==> config.mk <==
export PLATFORM = sky130hd
export DESIGN_NAME = aes_key_schedule_flat
export DESIGN_NICKNAME = d
export VERILOG_FILES = /design/src/rtl/aes_pkg.sv /design/src/rtl/aes_key_schedule_if.sv /design/src/rtl/aes_sbox.sv /design/src/rtl/aes_key_schedule.sv /design/src/flat_wrapper.sv
export SDC_FILE = /design/constraint.sdc
export NUM_CORES = 2
export LEC_CHECK = 0
export BUFFER_PORTS_ARGS = -buffer_cell sky130_fd_sc_hd__buf_2
export CAP_MARGIN = 25
export CELL_PAD_IN_SITES_DETAIL_PLACEMENT = 0
export CELL_PAD_IN_SITES_GLOBAL_PLACEMENT = 1
export CORE_ASPECT_RATIO = 0.5
export CORE_MARGIN = 2
export CORE_UTILIZATION = 56
export DETAILED_ROUTE_END_ITERATION = 8
export PLACE_DENSITY = 0.95
export RECOVER_POWER = 25
export SYNTH_ARGS = -nofsm -noshare
export SYNTH_HDL_FRONTEND = slang
export SYNTH_SLANG_ARGS = --single-unit
==> constraint.sdc <==
create_clock -name clk -period 33.3 [get_ports clk]
set_input_delay 1.665 -clock clk [delete_from_list [all_inputs] [get_ports clk]]
set_output_delay 1.665 -clock clk [all_outputs]
set_load 0.02 [all_outputs]
==> src/rtl/aes_pkg.sv <==
// Shared AES-128 definitions: round/key constants, Rcon table, key-schedule
// state encoding and the S-box byte substitution function.
package aes_pkg;

  localparam int AES_NR       = 10;
  localparam int AES_NK       = 4;
  localparam int AES_KEY_BITS = 32 * AES_NK;

  // Round constants, indexed by round number. Entry 0 and 11..15 are padding
  // so that any 4-bit round index selects a defined value.
  localparam logic [7:0] AES_RCON [16] = '{
    8'h00, 8'h01, 8'h02, 8'h04, 8'h08, 8'h10, 8'h20, 8'h40,
    8'h80, 8'h1b, 8'h36, 8'h00, 8'h00, 8'h00, 8'h00, 8'h00
  };

  typedef enum logic [1:0] {
    KS_IDLE   = 2'd0,
    KS_EXPAND = 2'd1,
    KS_DONE   = 2'd2
  } ks_state_t;

  // GF(2^8) multiply modulo x^8 + x^4 + x^3 + x + 1.
  function automatic logic [7:0] gf_mul(input logic [7:0] a, input logic [7:0] b);
    logic [7:0] x;
    logic [7:0] y;
    logic [7:0] p;
    x = a;
    y = b;
    p = 8'h00;
    for (int i = 0; i < 8; i++) begin
      if (y[0]) p = p ^ x;
      x = {x[6:0], 1'b0} ^ (x[7] ? 8'h1b : 8'h00);
      y = {1'b0, y[7:1]};
    end
    return p;
  endfunction

  // S-box: multiplicative inverse (x^254, which maps 0 to 0) followed by the
  // affine transform. Being a pure function of 8 bits, synthesis folds it
  // into a 256-entry lookup.
  function automatic logic [7:0] aes_sbox_fn(input logic [7:0] b);
    logic [7:0] p;
    logic [7:0] inv;
    p   = b;
    inv = 8'h01;
    for (int i = 0; i < 7; i++) begin
      p   = gf_mul(p, p);
      inv = gf_mul(inv, p);
    end
    return inv ^ {inv[6:0], inv[7]} ^ {inv[5:0], inv[7:6]} ^
           {inv[4:0], inv[7:5]} ^ {inv[3:0], inv[7:4]} ^ 8'h63;
  endfunction

endpackage

==> src/rtl/aes_key_schedule_if.sv <==
// Key-load handshake and round-key read port between the upstream key
// source / cipher (master) and the key schedule (slave).
interface aes_key_schedule_if;
  import aes_pkg::*;

  logic                    key_valid;
  logic [AES_KEY_BITS-1:0] key;
  logic                    key_ready;
  logic                    rk_valid;
  logic [3:0]              rk_addr;
  logic [AES_KEY_BITS-1:0] rk_data;

  modport master (
    output key_valid, key, rk_addr,
    input  key_ready, rk_valid, rk_data
  );

  modport slave (
    input  key_valid, key, rk_addr,
    output key_ready, rk_valid, rk_data
  );

endinterface

==> src/rtl/aes_sbox.sv <==
// Combinational AES byte substitution; also used by the cipher's sub_bytes.
module aes_sbox
  import aes_pkg::*;
(
  input  logic [7:0] plain,
  output logic [7:0] subst
);

  assign subst = aes_sbox_fn(plain);

endmodule

==> src/rtl/aes_key_schedule.sv <==
// AES-128 key expansion: one round key per cycle through a single SubWord,
// all 11 round keys kept in a register array with a registered read port.
module aes_key_schedule
  import aes_pkg::*;
(
  input  logic             clk,
  input  logic             rst_n,
  aes_key_schedule_if.slave ks
);

  ks_state_t               state_reg;
  ks_state_t               state_next;
  logic [3:0]              round_reg;
  logic [3:0]              round_next;
  logic                    rk_valid_reg;
  logic [AES_KEY_BITS-1:0] rk_data_reg;
  logic [AES_KEY_BITS-1:0] prev_key_reg;
  logic [AES_KEY_BITS-1:0] rk_mem [AES_NR+1];

  logic                    transfer;
  logic                    wr_en;
  logic [3:0]              wr_addr;
  logic [AES_KEY_BITS-1:0] wr_data;

  logic [31:0]             rot_word;
  logic [31:0]             sub_word;
  logic [31:0]             w0_next;
  logic [31:0]             w1_next;
  logic [31:0]             w2_next;
  logic [31:0]             w3_next;
  logic [AES_KEY_BITS-1:0] next_rk;

  // Reset forces key_ready low so no key can be taken while rst_n is asserted.
  assign ks.key_ready = rst_n && (state_reg != KS_EXPAND);
  assign ks.rk_valid  = rk_valid_reg;
  assign ks.rk_data   = rk_data_reg;
  assign transfer     = ks.key_valid && ks.key_ready;

  // RotWord of w3 (the low word of the previous round key).
  assign rot_word = {prev_key_reg[23:0], prev_key_reg[31:24]};

  genvar gi;
  generate
    for (gi = 0; gi < 4; gi++) begin : g_subword
      aes_sbox u_sbox (
        .plain (rot_word[8*gi +: 8]),
        .subst (sub_word[8*gi +: 8])
      );
    end
  endgenerate

  assign w0_next = prev_key_reg[127:96] ^ sub_word ^ {AES_RCON[round_reg], 24'h000000};
  assign w1_next = prev_key_reg[95:64]  ^ w0_next;
  assign w2_next = prev_key_reg[63:32]  ^ w1_next;
  assign w3_next = prev_key_reg[31:0]   ^ w2_next;
  assign next_rk = {w0_next, w1_next, w2_next, w3_next};

  // Next-state logic and round-key write selection.
  always_comb begin
    state_next = state_reg;
    round_next = round_reg;
    wr_en      = 1'b0;
    wr_addr    = 4'd0;
    wr_data    = next_rk;
    case (state_reg)
      KS_IDLE, KS_DONE: begin
        if (transfer) begin
          wr_en      = 1'b1;
          wr_addr    = 4'd0;
          wr_data    = ks.key;
          round_next = 4'd1;
          state_next = KS_EXPAND;
        end
      end
      KS_EXPAND: begin
        wr_en   = 1'b1;
        wr_addr = round_reg;
        wr_data = next_rk;
        if (round_reg == 4'(AES_NR)) begin
          round_next = 4'd0;
          state_next = KS_DONE;
        end else begin
          round_next = round_reg + 4'd1;
        end
      end
      default: begin
        state_next = KS_IDLE;
        round_next = 4'd0;
      end
    endcase
  end

  // State, round counter and valid flag. rk_valid is registered off the DONE
  // state, so it rises one cycle after slot 10 is written (11 cycles after the
  // key transfer) and drops on the cycle after a new key is taken in DONE.
  always_ff @(posedge clk) begin
    if (!rst_n) begin
      state_reg    <= KS_IDLE;
      round_reg    <= 4'd0;
      rk_valid_reg <= 1'b0;
    end else begin
      state_reg    <= state_next;
      round_reg    <= round_next;
      rk_valid_reg <= (state_reg == KS_DONE) && !transfer;
    end
  end

  // Round-key storage; contents are meaningless until rk_valid, so no reset.
  // prev_key_reg mirrors the last slot written and feeds the next round.
  always_ff @(posedge clk) begin
    if (wr_en) begin
      rk_mem[wr_addr] <= wr_data;
      prev_key_reg    <= wr_data;
    end
  end

  // Registered read port; addresses beyond round 10 read as zero.
  always_ff @(posedge clk) begin
    if (!rst_n) begin
      rk_data_reg <= '0;
    end else if (ks.rk_addr <= 4'(AES_NR)) begin
      rk_data_reg <= rk_mem[ks.rk_addr];
    end else begin
      rk_data_reg <= '0;
    end
  end

endmodule
==> src/flat_wrapper.sv <==
// flat-port wrapper written by rule: the top's interface ports become plain ports
module aes_key_schedule_flat import aes_pkg::*;
  (clk, rst_n, ks_key_valid, ks_key, ks_rk_addr, ks_key_ready, ks_rk_valid, ks_rk_data);
  aes_key_schedule_if ks_i ();
  input  logic clk;
  input  logic rst_n;
  input wire logic [$bits(ks_i.key_valid)-1:0] ks_key_valid;
  input wire logic [$bits(ks_i.key)-1:0] ks_key;
  input wire logic [$bits(ks_i.rk_addr)-1:0] ks_rk_addr;
  output wire logic [$bits(ks_i.key_ready)-1:0] ks_key_ready;
  output wire logic [$bits(ks_i.rk_valid)-1:0] ks_rk_valid;
  output wire logic [$bits(ks_i.rk_data)-1:0] ks_rk_data;
  assign ks_i.key_valid = ks_key_valid;
  assign ks_i.key = ks_key;
  assign ks_i.rk_addr = ks_rk_addr;
  assign ks_key_ready = ks_i.key_ready;
  assign ks_rk_valid = ks_i.rk_valid;
  assign ks_rk_data = ks_i.rk_data;
  aes_key_schedule u_core (.clk(clk), .rst_n(rst_n), .ks(ks_i));
endmodule
# ---- Word-level counts from Yosys, hierarchy flattened
# Memories as Yosys holds them, arrays and structs flattened. A register that Yosys moved wholly into a read port is not among the register bits.
# Cells that the tools add are included.
# W data, S select, Z words.
dict set report totals {
  inputBits 135
  ram_bits 1408
  out_inout_bits 130
  memories 2
  register_bits 135
  mem_bits_ro 128
  wordCells 1633
}
dict set report op_classes {
  addsub 1
  n_reduce_logical 9
  n_bitwise 782
  eq_ne 6
  mux 827
  n_lt_le_gt_ge 2
}
# name depth word_bits rd rd_clocked_by_memory_dff wr line
set mem_list {}
lappend mem_list {u_core.rk_mem 11 128 1 1 1 aes_key_schedule.sv:18} ;# logic [AES_KEY_BITS-1:0] rk_mem [AES_NR+1];
lappend mem_list {{(no name shown)} 16 8 1 0 0 aes_key_schedule.sv:52} ;# assign w0_next = prev_key_reg[127:96] ^ sub_word ^ {AES_RCON[round_reg], 24'h000000};
# cell n
set op_table {}
lappend op_table {{$mux W8} 422}
lappend op_table {{$xor A8 B8 Y8} 380}
lappend op_table {{$xor A8 B5 Y8} 364}
lappend op_table {{$mux W5} 368}
lappend op_table {{$mux W128} 2}
lappend op_table {{$xor A32 B32 Y32} 5}
lappend op_table {{$mux W4} 7}
lappend op_table {{$mux W7} 4}
lappend op_table {{$not A1 Y1 const A} 28}
lappend op_table {{$mux W6} 4}
lappend op_table {{$not A4 Y4} 4}
lappend op_table {{$mux W2} 6}
lappend op_table {{$mux W3} 4}
lappend op_table {{$pmux W4 S2} 1}
lappend op_table {{$mux W1} 7}
lappend op_table {{$ne A2 B1 Y1 const B} 3}
lappend op_table {{$ge A5 B5 Y1 const B} 1}
lappend op_table {{$not A4 Y5} 1}
lappend op_table {{$add A4 B1 Y4 const B} 1}
lappend op_table {{$eq A4 B4 Y1 const B} 1}
lappend op_table {{$le A4 B4 Y1 const B} 1}
lappend op_table {{$pmux W2 S2} 1}
lappend op_table {{$reduce_and A2 Y1} 2}
lappend op_table {{$logic_and A1 B1 Y1} 3}
lappend op_table {{6 further kinds} 7}

# ---- Longest topological paths before layout
dict set report logic_depth {
  ltp_word 139
  mapped_depth 66
  ltp_nobuf 54
}

# ---- Modules after synthesis
# Synthesis repeated with hierarchy kept, for this count alone.
dict set report hier_totals {
  cells_unflattened 10748
  area_unflattened_um2 124364.3
}
# mod seq_area_each_um2 area_per_inst_um2 cells_per_inst instances
set modules_own_cells {}
lappend modules_own_cells {aes_key_schedule 48826.8 63480.9 2980 1}
lappend modules_own_cells {aes_sbox 0.0 15220.8 1942 4}

# ---- Worst setup path before layout
# OpenSTA, ideal clock, no wires.
dict set report synth_timing {
  path_kind {flip-flop to flip-flop}
  startpoint {register u_core.prev_key_reg[15]}
  endpoint {register u_core.prev_key_reg[16], data pin}
  setup_slack_ns 17.757
  arrival_ns 15.244
  path_stages_with_launch 53
  required_ns 33.001
  setup_ns 0.299
  path_buffers 4
  synth_period_minus_slack_ns 15.543
  cell_sequence {edfxtp_1 -> buf_2 -> buf_1 -> nand2_1 -> xnor2_1 -> clkinv_1 -> clkbuf_1 -> ha_1 -> clkinv_1 -> xnor2_1 -> nor2_1 -> or3_1 -> xnor3_1 -> xnor2_2 -> xor3_2 -> nor2_1 -> xnor3_1 -> xnor2_1 -> [17 not listed] -> xnor3_1 -> xnor2_1 -> nor2_1 -> xnor3_1 -> xnor3_1 -> xnor2_2 -> xor2_1 -> nor2_1 -> xnor3_1 -> xnor2_1 -> xnor2_1 -> xnor2_1 -> xor2_1 -> xnor2_1 -> xor2_1 -> xor2_1 -> xnor2_1 -> o21ai_0}
}
dict set report synth_via {
  elab_chain_cells 136
  word_cells_on_any_way 393
  cone_classes {mux: 201; bitwise: 192}
}
# element line
set synth_rtl {}
lappend synth_rtl {{start: declaration} aes_key_schedule.sv:17} ;# logic [AES_KEY_BITS-1:0] prev_key_reg;
lappend synth_rtl {{start signal: assignment} aes_key_schedule.sv:113} ;# prev_key_reg <= wr_data;
lappend synth_rtl {{$mux W5 or $mux W8 (tied branches)} {aes_pkg.sv:32, aes_pkg.sv:31}}
lappend synth_rtl {{$xor A8 B5 Y8 or $xor A8 B8 Y8 (tied branches)} {aes_pkg.sv:32, aes_pkg.sv:31}}
lappend synth_rtl {{$xor A8 B8 Y8 or $mux W8 (tied branches)} aes_pkg.sv:31} ;# if (y[0]) p = p ^ x;
lappend synth_rtl {{$mux W8 or $xor A8 B8 Y8 (tied branches)} aes_pkg.sv:31}
lappend synth_rtl {{$xor A8 B8 Y8 or $mux W8 (tied branches)} aes_pkg.sv:31}
lappend synth_rtl {{$mux W8 or $xor A8 B8 Y8 (tied branches)} aes_pkg.sv:31}
lappend synth_rtl {{$xor A8 B8 Y8 or $mux W8 (tied branches)} aes_pkg.sv:31}
lappend synth_rtl {{$mux W8 or $xor A8 B8 Y8 (tied branches)} aes_pkg.sv:31}
lappend synth_rtl {{[120 not listed]} -}
lappend synth_rtl {{$not A4 Y4 (no line) *} -}
lappend synth_rtl {{$xor A32 B32 Y32 * (2 in a row)} aes_key_schedule.sv:52}
lappend synth_rtl {{$xor A32 B32 Y32 *} aes_key_schedule.sv:53} ;# assign w1_next = prev_key_reg[95:64] ^ w0_next;
lappend synth_rtl {{$xor A32 B32 Y32 *} aes_key_schedule.sv:54} ;# assign w2_next = prev_key_reg[63:32] ^ w1_next;
lappend synth_rtl {{$xor A32 B32 Y32 *} aes_key_schedule.sv:55} ;# assign w3_next = prev_key_reg[31:0] ^ w2_next;
lappend synth_rtl {{$mux W128} aes_key_schedule.sv:67} ;# if (transfer) begin
lappend synth_rtl {{$mux W128 *} aes_key_schedule.sv:65} ;# case (state_reg)
lappend synth_rtl {{net u_core.wr_data[16]} aes_key_schedule.sv:23} ;# logic [AES_KEY_BITS-1:0] wr_data;
# Mark *: on every way through the listed nets, which the timed path passes. The rest lies on a longest branch.
# A chain may end at the register's enable or synchronous reset.

# ---- Worst setup path after layout
dict set report layout_timing {
  startpoint {register u_core.prev_key_reg[15]}
  endpoint {memory u_core.rk_mem[10][22] (netlist bit), data pin}
}
dict set report layout_via {
  elab_chain_cells 136
  word_cells_on_any_way 393
  cone_classes {mux: 201; bitwise: 192}
}
# element line
set layout_rtl {}
lappend layout_rtl {{$mux W5} aes_pkg.sv:32} ;# x = {x[6:0], 1'b0} ^ (x[7] ? 8'h1b : 8'h00);
lappend layout_rtl {{$xor A8 B5 Y8} aes_pkg.sv:32}
lappend layout_rtl {{$xor A8 B8 Y8} aes_pkg.sv:31}
lappend layout_rtl {{$mux W8} aes_pkg.sv:31}
lappend layout_rtl {{$xor A8 B8 Y8} aes_pkg.sv:31}
lappend layout_rtl {{$mux W8} aes_pkg.sv:31}
lappend layout_rtl {{$xor A8 B8 Y8} aes_pkg.sv:31}
lappend layout_rtl {{$mux W8} aes_pkg.sv:31}
lappend layout_rtl {{[120 not listed]} -}
lappend layout_rtl {{$not A4 Y4 (no line) *} -}
lappend layout_rtl {{$xor A32 B32 Y32 * (2 in a row)} aes_key_schedule.sv:52}
lappend layout_rtl {{$xor A32 B32 Y32 *} aes_key_schedule.sv:53}
lappend layout_rtl {{$xor A32 B32 Y32 *} aes_key_schedule.sv:54}
lappend layout_rtl {{$xor A32 B32 Y32 *} aes_key_schedule.sv:55}
lappend layout_rtl {{$mux W128} aes_key_schedule.sv:67}
lappend layout_rtl {{$mux W128 *} aes_key_schedule.sv:65}
lappend layout_rtl {{net u_core.wr_data[22]} aes_key_schedule.sv:23}
lappend layout_rtl {{end: declaration} aes_key_schedule.sv:18}
# Marked as above.

==> tab_implementation.tex <==
\begin{tabular}{lr}
\hline
Metric & Value \\
\hline
\multicolumn{2}{l}{\textbf{Synthesis}} \\
FF+latch count, synth & approximately 1,700 \\
Synthesized area & 118,000 um2 \\
Mean instance size in the synthesized netlist & 11.1 um2 \\
Fraction of synthesis flops using an asynchronous set or reset pin & 0\% \\
Main synth FF type & sky130\_fd\_sc\_hd\_\_edfxtp\_1 \\
Post-synthesis cell type count & 112 \\
Number of standard cells after synthesis & 10,635 \\
Sequential element share of the synthesized area & 41.5\% \\
Synthesis Warnings & 0 \\
EDFF count, synth & 1,536 \\
Synth Net Count & 10,795 \\
\multicolumn{2}{l}{\textbf{Floorplanning}} \\
Horizontal die dimension & about 650 um \\
Height of the die & 328 um \\
Die outline area & between 200,000 and 250,000 um2 \\
Std-Cell Core Area & 208,000 um2 \\
Site Rows & approximately 120 \\
Initial Utilization & 56.6\% \\
Top-level port count & around 270 \\
\multicolumn{2}{l}{\textbf{STA}} \\
Final setup violation count & 0 \\
Pin slew with the least headroom to its limit & 9.85 ns \\
Final worst path period need & slightly above 20 ns \\
Final max-slew violation count & between 1,000 and 1,500 \\
Final Cycle Share & 61.1\% \\
Clock Skew & approximately 0.037 ns \\
Setup repair after global routing missed its margin & no \\
Max-Slew Margin vs Limit & -557\% \\
Count of final hold-check violations & 0 \\
Least setup slack across all paths after layout & 12.96 ns \\
Maximum clock rate & 49.2 MHz \\
Post-route setup TNS & 0 ns \\
\multicolumn{2}{l}{\textbf{Clocking}} \\
Hold\_buf cts & 0 \\
Clock transition at the registers of the reported paths & 0.06 ns \\
Inserted Clock Buffers & approximately 160 \\
Cell at the root of the clock tree & sky130\_fd\_sc\_hd\_\_clkbuf\_16 \\
Number of instances resized during post-cts repair & 0 \\
H-tree depth reported by CTS & 4 \\
Sinks on the clock net & 1,671 \\
Clock network latency to the later pin of the worst-skew pair & 0.79 ns \\
TritonCTS clock tree & yes \\
Maximum buffer depth of the clock tree & 3 \\
Post-CTS setup buffer count & 0 \\
\multicolumn{2}{l}{\textbf{Critical path}} \\
Highest fanout seen on the critical path & 36 \\
CP dominant cell by count & sky130\_fd\_sc\_hd\_\_xnor3\_1 \\
Slowest stage delay, CP & 0.85 ns \\
Category of the most critical setup path & reg2reg \\
Slowest cell on the critical path & sky130\_fd\_sc\_hd\_\_xnor3\_1 \\
Crit path DAT & 20.34 ns \\
Element type at the critical path start & flop \\
Sort of element at the end of the critical path & flop \\
Required time reported for the critical path endpoint & $\sim$33 ns \\
\multicolumn{2}{l}{\textbf{Drt}} \\
WL/cell & 24.6 um \\
Number of routed nets with antenna violations & 0 \\
TritonRoute pass-1 iters & 7 \\
Count of routing violations after the opening detailed-route iteration & around 12,000 \\
Total wire length after detailed routing & 336 mm \\
Residual DRC count & 0 \\
Via count of the routed design & about 86,000 \\
Number of vias per cell after detailed routing & 6.34 \\
\multicolumn{2}{l}{\textbf{Placement}} \\
Worst setup timing slack at the placement stage & between 10 and 15 ns \\
Placed standard-cell area & 122,000 um2 \\
Dpl hpwl & roughly 210 mm \\
Count of input and output buffers & 264 \\
Final weighted congestion in routability-driven placement & 0.889 \\
\multicolumn{2}{l}{\textbf{Finish}} \\
Final-layout fill cell count & around 16,000 \\
Layout cell share with drive strength beyond 1 & 12.7\% \\
Summed area of non-filler cells in the final layout & 128,000 um2 \\
Nets & 10,895 \\
Flip-flop count of the largest register after layout & 1,408 \\
Growth of design area from synthesis to finish & 8.54\% \\
\multicolumn{2}{l}{\textbf{GRT}} \\
Vias in the first global route & between 80,000 and 90,000 \\
Global-route wire length before repair & a little over 500 mm \\
Maximum number of pins on one net before global-route repair & 147 \\
Aggregate global-route resource usage & $\sim$30\% \\
Global route overflow & 0 \\
Initial antenna violation count & 11 \\
\multicolumn{2}{l}{\textbf{Outcome}} \\
Violations in the final reports & max-capacitance violations, max-slew violations \\
Outcome & finished, violations left \\
\multicolumn{2}{l}{\textbf{Flow run}} \\
MaxCap Viol Count & 20 \\
\multicolumn{2}{l}{\textbf{Hold path}} \\
Min-Delay Path Class & reg2reg \\
\hline
\end{tabular}
-- per-stage QoR --
step / std cells / hold WS (ns) / utilization, %
after floorplan: 10635 / 0.487 / -
after global placement: 13291 / 0.520 / 58.8
after detailed placement: 13305 / 0.511 / 58.9
after CTS: 13599 / 0.528 / 61.4
after global routing: 13637 / 0.568 / 61.4
final: 13639 / 0.546 / 61.4
-- worst paths after layout --
path,from,to,slack [ns],depth (start not counted)
max,u_core.prev_key_reg[15]$_DFFE_PP_,u_core.rk_mem[10][22]$_DFFE_PP_,12.96,55
min reg2reg,u_core.state_reg[1]$_SDFFE_PN0P_,u_core.ks.rk_valid$_SDFF_PN0_,0.55,1
max reg2reg,u_core.prev_key_reg[15]$_DFFE_PP_,u_core.rk_mem[10][22]$_DFFE_PP_,12.96,55
min,u_core.state_reg[1]$_SDFFE_PN0P_,u_core.ks.rk_valid$_SDFF_PN0_,0.55,1
-- routing by layer --
layer  vias up  GRT usage (%)  routed length, um
met5         -              0                 27
met4         4           15.8              18900
met3       808           3.74              30600
met2      5215           49.2             157000
met1     42047           40.7             129000
li1      38366              -                  -
-- cell usage after synthesis, drive strengths merged (24+ instances only) --
library cell / count / area share [%]
a211oi: 326 / 2.1
a21oi: 523 / 2.2
a221oi: 24 / 0.21
a22oi: 45 / 0.29
a31oi: 60 / 0.33
and2: 58 / 0.31
and3: 39 / 0.21
buf: 254 / 1.1
clkbuf: 422 / 1.3
dfxtp: 135 / 2.3
edfxtp: 1536 / 39
ha: 25 / 0.27
inv: 78 / 0.25
mux2: 42 / 0.40
mux2i: 323 / 2.7
mux4: 261 / 5.0
nand2: 845 / 2.7
nand2b: 71 / 0.38
nand3: 150 / 0.64
nor2: 1341 / 4.3
nor2b: 207 / 1.1
nor3: 157 / 0.68
nor4: 29 / 0.16
o211ai: 53 / 0.34
o21ai: 366 / 1.6
o221ai: 27 / 0.20
o22ai: 110 / 0.59
o31ai: 32 / 0.20
or2: 26 / 0.14
or3: 36 / 0.19
xnor2: 1723 / 14
xnor3: 375 / 7.2
xor2: 531 / 4.1
xor3: 53 / 1.1
-- worst max-delay path: cells and delay by family (launching register included) --
| kind | cells | cell delay (ns) |
|---|---|---|
| simple gates | 6 | 1.17 |
| compound gates | 5 | 1.02 |
| xor+xnor | 30 | 11.08 |
| mux | 4 | 1.20 |
| fa+ha+maj | 3 | 1.71 |
| flops | 1 | 0.70 |
| buf+inv | 7 | 2.59 |
-- cells by family (layout without fill, tap and decap cells) --
logic type                 Yosys count  after routing  share of synthesized area [%]
and+or+nand+nor                   3033           3033                           11.3
xor gates and xnor gates          2682           2682                           26.0
AOI/OAI and AO/OA                 1827           1827                           10.0
DFF                               1671           1671                           41.5
buffers and inverters              768           1003                           2.73
muxes                              626            626                           8.15
adders and majority gates           28             28                          0.291
other                                0              9                              0
-- layout make-up --
class | count | area (um2) | share of cell area (%)
diodes | 9 | 22.5 | 0.0176
clock buffers | 216 | 4280 | 3.35
clock inverters | 78 | 868 | 0.680
inverters | 92 | 345 | 0.270
multi-input cells | 8196 | 65900 | 51.6
flip-flops and latches | 1671 | 48800 | 38.2
well taps | 2760 | 3450 | 2.70
repair buffers | 617 | 3990 | 3.12
-- layout by cell type (no fill, tap or decap), drive strengths merged, types with 25 or more instances in the layout --
| cell type | netlist | layout |
|---|---|---|
| and2 | 58 | 58 |
| o211ai | 53 | 53 |
| nor2b | 207 | 207 |
| a21oi | 523 | 523 |
| mux4 | 261 | 261 |
| nor2 | 1341 | 1341 |
| xnor3 | 375 | 375 |
| xnor2 | 1723 | 1723 |
| nor4 | 29 | 29 |
| xor3 | 53 | 53 |
| nand2b | 71 | 71 |
| ha | 25 | 25 |
| o22ai | 110 | 110 |
| edfxtp | 1536 | 1536 |
| mux2i | 323 | 323 |
| a211oi | 326 | 326 |
| and3 | 39 | 39 |
| xor2 | 531 | 531 |
| a22oi | 45 | 45 |
| clkbuf | 422 | 251 |
| o31ai | 32 | 32 |
| inv | 78 | 87 |
| dfxtp | 135 | 135 |
| o21ai | 366 | 366 |
| o221ai | 27 | 27 |
| a31oi | 60 | 60 |
| nand2 | 845 | 845 |
| nor3 | 157 | 157 |
| or2 | 26 | 26 |
| mux2 | 42 | 42 |
| buf | 254 | 582 |
| clkinv | 14 | 64 |
| nand3 | 150 | 150 |
| or3 | 36 | 36 |
Power is not shown: default switching activity piles up to over one toggle a cycle in this logic, so the estimate is an artifact.
